===== src/rtl/row_request_arbiter_pkg.sv =====
// ---------------------------------------------------------------------------
// row_request_arbiter_pkg
// Shared ECD constants: default credit limit, row-request packet field
// offsets, and the arbiter FSM state type.
// ---------------------------------------------------------------------------
package row_request_arbiter_pkg;

   // Default number of row requests that may be in flight toward ECD-Master.
   // The outstanding counter is 8 bits wide, so a limit must not exceed 255.
   localparam int unsigned MAX_OUTSTANDING_DEF = 16;
   localparam int unsigned OUTSTANDING_W       = 8;

   // Row-request packet layout (bit offsets within TDATA).
   localparam int unsigned PKT_TYPE_OFFS = 0;
   localparam int unsigned ROW_REQ_OFFS  = 8;

   typedef enum logic {
      ST_IDLE = 1'b0,  // M_AXIS empty, may accept from a requester
      ST_SEND = 1'b1   // one beat held on M_AXIS until handshake
   } arb_state_e;

endpackage


===== src/rtl/row_request_arbiter_rr.sv =====
// ---------------------------------------------------------------------------
// rr_arbiter2
// Two-requester round-robin selector (purely combinational).
//   req[1:0]   in  : request vector
//   last_grant in  : index granted most recently
//   gnt_valid  out : at least one request present
//   gnt_id     out : winning index
// ---------------------------------------------------------------------------
module rr_arbiter2 (
   input  logic [1:0] req,
   input  logic       last_grant,
   output logic       gnt_valid,
   output logic       gnt_id
);

   always_comb begin
      gnt_valid = |req;
      // On a tie the requester that did not win last time gets the slot;
      // otherwise whichever one is asking (req[1] alone -> 1, req[0] alone -> 0).
      if (req == 2'b11) gnt_id = ~last_grant;
      else              gnt_id = req[1];
   end

endmodule


===== src/rtl/row_request_arbiter.sv =====
// ---------------------------------------------------------------------------
// row_request_arbiter
// Merges two AXI-Stream row-request sources into one stream to ECD-Master,
// round-robin, with a credit limit on requests not yet fulfilled.
//   clk, resetn                 : clock, synchronous active-low reset
//   S0_AXIS_* / S1_AXIS_*       : requester streams (TDATA/TVALID/TLAST in,
//                                 TREADY out)
//   M_AXIS_*                    : merged stream (TDATA/TVALID/TLAST out,
//                                 TREADY in)
//   row_complete_in             : one-cycle pulse per fulfilled row
//   outstanding                 : handshaken but unfulfilled request count
//   grant_id                    : source of the beat held on M_AXIS
//   underflow_err / clear_err   : sticky completion-underflow flag and clear
// Throughput is one beat per two cycles: a beat is captured in IDLE and
// presented from the register in SEND, so nothing combinational crosses
// from a slave TVALID to the master side.
// ---------------------------------------------------------------------------
module row_request_arbiter
   import row_request_arbiter_pkg::*;
#(
   parameter int unsigned MAX_OUTSTANDING = MAX_OUTSTANDING_DEF,
   parameter int unsigned DW              = 256
) (
   input  logic          clk,
   input  logic          resetn,

   input  logic [DW-1:0] S0_AXIS_TDATA,
   input  logic          S0_AXIS_TVALID,
   input  logic          S0_AXIS_TLAST,
   output logic          S0_AXIS_TREADY,

   input  logic [DW-1:0] S1_AXIS_TDATA,
   input  logic          S1_AXIS_TVALID,
   input  logic          S1_AXIS_TLAST,
   output logic          S1_AXIS_TREADY,

   output logic [DW-1:0] M_AXIS_TDATA,
   output logic          M_AXIS_TVALID,
   output logic          M_AXIS_TLAST,
   input  logic          M_AXIS_TREADY,

   input  logic          row_complete_in,
   output logic [7:0]    outstanding,
   output logic          grant_id,
   output logic          underflow_err,
   input  logic          clear_err
);

   localparam logic [OUTSTANDING_W-1:0] MAX_CNT = OUTSTANDING_W'(MAX_OUTSTANDING);

   arb_state_e             state_q, state_d;
   logic [DW-1:0]          data_q, data_d;
   logic                   last_q, last_d;
   logic                   grant_q, grant_d;
   logic                   last_grant_q, last_grant_d;
   logic [OUTSTANDING_W-1:0] outst_q, outst_d;
   logic                   err_q, err_d;

   logic gnt_valid, gnt_id;
   logic credit_ok, accept, m_hs, underflow;

   rr_arbiter2 u_rr (
      .req        ({S1_AXIS_TVALID, S0_AXIS_TVALID}),
      .last_grant (last_grant_q),
      .gnt_valid  (gnt_valid),
      .gnt_id     (gnt_id)
   );

   always_comb begin
      state_d      = state_q;
      data_d       = data_q;
      last_d       = last_q;
      grant_d      = grant_q;
      last_grant_d = last_grant_q;
      outst_d      = outst_q;
      err_d        = err_q;

      credit_ok = (outst_q < MAX_CNT);
      // resetn gates every combinational output so nothing handshakes while
      // reset is held, even though the state itself only clears at the edge.
      accept    = resetn && (state_q == ST_IDLE) && credit_ok && gnt_valid;
      m_hs      = resetn && (state_q == ST_SEND) && M_AXIS_TREADY;
      underflow = row_complete_in && !m_hs && (outst_q == '0);

      S0_AXIS_TREADY = accept && !gnt_id;
      S1_AXIS_TREADY = accept &&  gnt_id;
      M_AXIS_TVALID  = resetn && (state_q == ST_SEND);

      case (state_q)
         ST_IDLE: begin
            if (accept) begin
               data_d  = gnt_id ? S1_AXIS_TDATA : S0_AXIS_TDATA;
               last_d  = gnt_id ? S1_AXIS_TLAST : S0_AXIS_TLAST;
               grant_d = gnt_id;
               state_d = ST_SEND;
            end
         end
         ST_SEND: begin
            if (m_hs) begin
               last_grant_d = grant_q;
               state_d      = ST_IDLE;
            end
         end
         default: state_d = ST_IDLE;
      endcase

      // Credit accounting. A handshake can only follow an accept made with
      // outst_q < MAX_CNT, and outst_q cannot grow while in SEND, so the
      // increment never passes the limit.
      if (m_hs && !row_complete_in)
         outst_d = outst_q + 1'b1;
      else if (!m_hs && row_complete_in && (outst_q != '0))
         outst_d = outst_q - 1'b1;

      // A new underflow in the same cycle as clear_err keeps the flag set.
      if (underflow)      err_d = 1'b1;
      else if (clear_err) err_d = 1'b0;
   end

   always_ff @(posedge clk) begin
      if (!resetn) begin
         state_q      <= ST_IDLE;
         grant_q      <= 1'b0;
         last_grant_q <= 1'b1;   // requester 0 wins the first tie
         outst_q      <= '0;
         err_q        <= 1'b0;
      end else begin
         state_q      <= state_d;
         grant_q      <= grant_d;
         last_grant_q <= last_grant_d;
         outst_q      <= outst_d;
         err_q        <= err_d;
      end
   end

   // Beat payload carries no reset; it is only observed while TVALID is high.
   always_ff @(posedge clk) begin
      data_q <= data_d;
      last_q <= last_d;
   end

   assign M_AXIS_TDATA  = data_q;
   assign M_AXIS_TLAST  = last_q;
   assign grant_id      = grant_q;
   assign outstanding   = outst_q;
   assign underflow_err = err_q;

endmodule

===== config.mk =====
export PLATFORM = sky130hd
export DESIGN_NAME = row_request_arbiter
export DESIGN_NICKNAME = d
export VERILOG_FILES = /design/src/rtl/row_request_arbiter_pkg.sv /design/src/rtl/row_request_arbiter_rr.sv /design/src/rtl/row_request_arbiter.sv
export SDC_FILE = /design/constraint.sdc
export NUM_CORES = 1
export LEC_CHECK = 0
export ABC_CLOCK_PERIOD_IN_PS = 7900
export BUFFER_PORTS_ARGS = -buffer_cell sky130_fd_sc_hd__buf_4
export CAP_MARGIN = 20
export CORE_AREA = 2 2 304 306
export DETAILED_ROUTE_END_ITERATION = 10
export DIE_AREA = 0 0 306 308
export SKIP_CTS_REPAIR_TIMING = 1
export SLEW_MARGIN = 10
export SYNTH_ARGS = -nofsm -noshare
export SYNTH_HDL_FRONTEND = slang
export SYNTH_SLANG_ARGS = --single-unit

===== constraint.sdc =====
create_clock -name clk -period 7.9 [get_ports clk]
set_clock_uncertainty 0.05 [all_clocks]
set_input_delay 0.79 -clock clk [delete_from_list [all_inputs] [get_ports clk]]
set_output_delay 0.79 -clock clk [all_outputs]
set_load 0.01 [all_outputs]

**Yosys cells after proc, flatten, opt, wreduce, memory -nomap -nowiden**

Index checks and enable logic that the tools add are counted.

- Register bits after elaboration: 269
- Input bits: 521
- Output and inout bits: 270

- $add $sub $neg: 2
- Order comparisons: 1
- Equality and inequality tests: 1
- Multiplexer cells: 10
- Bitwise gates (word level): 2
- Reductions and logical operators: 21

Operators by type and width:

| cell | number |
|---|---|
| $mux W256 | 1 |
| $mux W8 | 2 |
| $logic_and A1 B1 Y1 | 11 |
| $add A8 B1 Y8 const B | 1 |
| $logic_not A8 Y1 | 1 |
| $lt A8 B5 Y1 const B | 1 |
| $reduce_bool A8 Y1 | 1 |
| $sub A8 B1 Y8 const B | 1 |
| $mux W1 | 6 |
| $reduce_and A2 Y1 | 2 |
| $reduce_bool A2 Y1 | 2 |
| $logic_not A1 Y1 | 3 |
| $eq A2 B2 Y1 const B | 1 |
| $not A1 Y1 | 2 |
| $pmux W1 S2 | 1 |
| $reduce_or A2 Y1 | 1 |

**Depth between registers and ports, before layout**

- Depth in word-level cells: 7
- Depth in mapped cells: 9

**By module**

Synthesis repeated with hierarchy kept, for this count alone.

- Cells, all modules: 652
- Area, all modules: 11651.2 µm²

By module, submodules not included:

| module | times used | cells each | area an instance (µm²) | seq. area each (µm²) |
|---|---|---|---|---|
| row_request_arbiter | 1 | 650 | 11637.4 | 7957.6 |
| rr_arbiter2 | 1 | 2 | 13.8 | 0.0 |

**Least setup slack after synthesis**

Ideal clock, no wire load.

- Path type: reg-to-reg
- Start point: register outst_q[7], in the netlist outstanding[7]
- End point: register data_q[0], in the netlist M_AXIS_TDATA[0] (enable)
- Setup time: 0.608 ns
- Arrival: 6.037 ns
- Data required time: 7.242 ns
- Slack: 1.205 ns
- Stages on the path, launching flop included: 4
- Buffers on the path: 0
- Cells stage by stage: dfxtp_1 nor4_2 o2111ai_1 inv_1

- Cells in the longest elaborated chain, start to end: 4

RTL lines:

| item | RTL line | RTL |
|---|---|---|
| start, declared | row_request_arbiter.sv:56 | `logic [OUTSTANDING_W-1:0] outst_q, outst_d;` |
| start signal, assigned | row_request_arbiter.sv:131 | `outst_q <= outst_d;` |
| $lt A8 B5 Y1 | row_request_arbiter.sv:78 | `credit_ok = (outst_q < MAX_CNT);` |
| $logic_and A1 B1 Y1 (2 in a row) | row_request_arbiter.sv:81 | `accept = resetn && (state_q == ST_IDLE) && credit_ok && gnt_valid;` |
| $reduce_and A2 Y1 (no source line) | n/a |  |
| end signal, assigned | row_request_arbiter.sv:138 | `data_q <= data_d;` |
| end, declared | row_request_arbiter.sv:52 | `logic [DW-1:0] data_q, data_d;` |

No other way between the ends.
A chain may end at the register's enable or synchronous reset.

**Worst setup path after layout**

- Start point: register outst_q[7], in the netlist outstanding[7]
- End point: output S1_AXIS_TREADY

- Cells in the longest elaborated chain, start to end: 4

RTL lines:

| item | RTL line | RTL |
|---|---|---|
| $lt A8 B5 Y1 | row_request_arbiter.sv:78 |  |
| $logic_and A1 B1 Y1 (2 in a row) | row_request_arbiter.sv:81 |  |
| $logic_and A1 B1 Y1 | row_request_arbiter.sv:86 | `S1_AXIS_TREADY = accept && gnt_id;` |
| end, declared | row_request_arbiter.sv:35 | `output logic S1_AXIS_TREADY,` |

No other way between the ends.

==> flow_metrics.env <==
export IMPL_max_freq_mhz=309.9
export IMPL_num_vias=9181
export IMPL_status="completed"
export IMPL_die_w_um=306
export IMPL_placed_cells=2598
export IMPL_worstSetupPathType="reg -> out"
export IMPL_clk_latency_ns=0.55
export IMPL_cellPowerDensity_nw_per_um2=260.3
export IMPL_htreeDepth=2
export IMPL_grt_max_degree=133
export IMPL_synth_edf_count=257
export IMPL_critical_path_arrival_ns=2.39
export IMPL_setup_slack_ns=4.673
export IMPL_placementRows=111
export IMPL_dr_pass1_iters=5
export IMPL_nFillCells=9719
export IMPL_hp_class="in -> reg"
export IMPL_cts_buffer_depth=3
export IMPL_syn_avg_cell_area_um2=17.93
export IMPL_yosys_warnings=0
export IMPL_slew_viol_final=0
export IMPL_synth_cells=650
export IMPL_yosysUniqueCellTypes=42
export IMPL_wl_per_cell_um=21.29
export IMPL_root_buffer="clkbuf_16"
export IMPL_cp_max_fo=5
export IMPL_r2r_start="outstanding[7]$_SDFFE_PN0P_"
export IMPL_yosys_top_cells_count="edfxtp_1 (257), mux2_2 (257), buf_2 (31)"
export IMPL_critPathLaunch="outstanding[7]$_SDFFE_PN0P_"
export IMPL_p_leak_nw=8.047
export IMPL_drt_initial_drc_count=613
export IMPL_drive_above_1_share=0.7473
export IMPL_via_per_inst=3.449
export IMPL_gr_total_overflow=0
export IMPL_postRouteAntennaNets=0
export IMPL_hold_viol=0
export IMPL_fin_total_pwr_mw=5.219
export IMPL_pin_count=791
export IMPL_multi_input_area_um2=3510
export IMPL_gp_congestion=0.8640
export IMPL_track_usage=0.1141
export IMPL_syn_area_um2=11650
export IMPL_setup_violations=0
export IMPL_seq_area_um2=7958
export IMPL_worstPathRequired_ns=7.06
export IMPL_start_util=0.1281
export IMPL_synth_top_area_cell="edfxtp_1"
export IMPL_fp_dieH_um=308
export IMPL_max_slew_margin=0.2943
export IMPL_routed_wl_um=56680
export IMPL_place_hpwl_um=47300
export IMPL_final_cell_area_um2=20050
export IMPL_synthFlopType="edfxtp_1"
export IMPL_grt_pass1_wl_um=74460
export IMPL_dieArea_um2=94250
export IMPL_syn2layout_area_growth_pct=72.03
export IMPL_grt_pass1_vias=9464
export IMPL_hold_path_startpoint="M_AXIS_TREADY"
export IMPL_synth_top_area_share=0.6623
export IMPL_syn_num_nets=1178
export IMPL_synth_seq_cells=269
export IMPL_holdWs_ns=0.3936
export IMPL_place_ws_ns=4.455
export IMPL_clock_sinks=269
export IMPL_rsz0062_at_grt="no"
export IMPL_fin_nets=1976
export IMPL_antenna_found_initial=20
export IMPL_post_dp_cell_area_um2=18980
export IMPL_worst_pin_slew_ns=1.058
export IMPL_port_buffers=790
export IMPL_endpoint_kind="output port"
export IMPL_fin_util=0.2204
export IMPL_cts_inserted_buffers=34
export IMPL_setup_tns_ns=0
export IMPL_start_kind="register"
export IMPL_cap_violations=0
export IMPL_core_area_um2=90970
export IMPL_ir_worst_vdd_mv=0.4840
export IMPL_min_period_over_period=0.4084
export IMPL_path_clk_slew_ns=0.05
export IMPL_finalCriticalPeriod_ns=3.227
export IMPL_synthArstFlopShare=0
export IMPL_stdcell_count=2662
export IMPL_synth_seq_area_share=0.6829
export IMPL_cts_tree="done"
export IMPL_ys_top_cells_by_area="edfxtp_1 (66%), mux2_2 (25%), dfxtp_1 (2.1%)"
export IMPL_drc=0
routing by layer:
metal | up-vias | GRT usage | wire (µm)
met5 | - | 0 | 68
met4 | 10 | 0.02589 | 1123
met3 | 76 | 0.05435 | 6609
met2 | 548 | 0.1852 | 26720
met1 | 4373 | 0.1360 | 22160
li1 | 4174 | - | -
critical path, stage by stage, from the launching register on:
cell and delay [ns]:
dfxtp_1 0.35, nor4_2 0.51, o2111ai_1 0.48, nor2b_1 0.33
buf_4 0.17
kinds of logic after synthesis:
family          Yosys count  share of synthesized area
compound gates           37                    0.02330
xor+xnor                  1                  0.0007518
fa+ha+maj                 7                   0.008161
buf+inv                  40                    0.01686
flops                   269                     0.6829
mux                     258                     0.2492
simple gates             38                    0.01879
report_power, final:
group | leakage [nW] | internal (mW) | switching (mW) | total (mW)
clock network | 0.510 | 0.896 | 0.636 | 1.53
logic | 5.06 | 0.750 | 0.803 | 1.55
registers | 2.48 | 2.01 | 0.123 | 2.13
cells in the final DEF, fill, tap and decap left out, drive strengths merged, types with 6 or more instances in the layout:
cell type | Yosys | routed
edfxtp | 257 | 257
a21oi | 7 | 7
mux2 | 257 | 257
nand3 | 11 | 11
dfxtp | 12 | 12
buf | 32 | 795
clkbuf | 1 | 45
ha | 6 | 6
inv | 7 | 9
clkinv | 0 | 9
path summary, 6_finish.rpt:
check | to | slack, ns | depth (start not counted)
hold / removal | state_q$_SDFF_PN0_ | 0.39 | 2
hold reg to reg | last_grant_q$_SDFFE_PN1P_ | 0.46 | 2
setup reg to reg | M_AXIS_TDATA[84]$_DFFE_PP_ | 4.68 | 4
setup / recovery | S1_AXIS_TREADY | 4.67 | 4
layout make-up:
cell class / instances / area share
clock buffers: 45 / 0.04450
diodes: 4 / 0.0004993
repair buffers: 795 / 0.2990
clock inverters: 15 / 0.008239
multi-input cells: 341 / 0.1751
flip-flops and latches: 269 / 0.3970
well taps: 1186 / 0.07403
inverters: 7 / 0.001685
state kept, by name, indices dropped and copies added, names as in the netlist:
signal / flops
M_AXIS_TLAST: 1
grant_id: 1
outstanding: 8
state_q: 1
M_AXIS_TDATA: 256
underflow_err: 1
last_grant_q: 1
(Power assumes the default switching activity.)
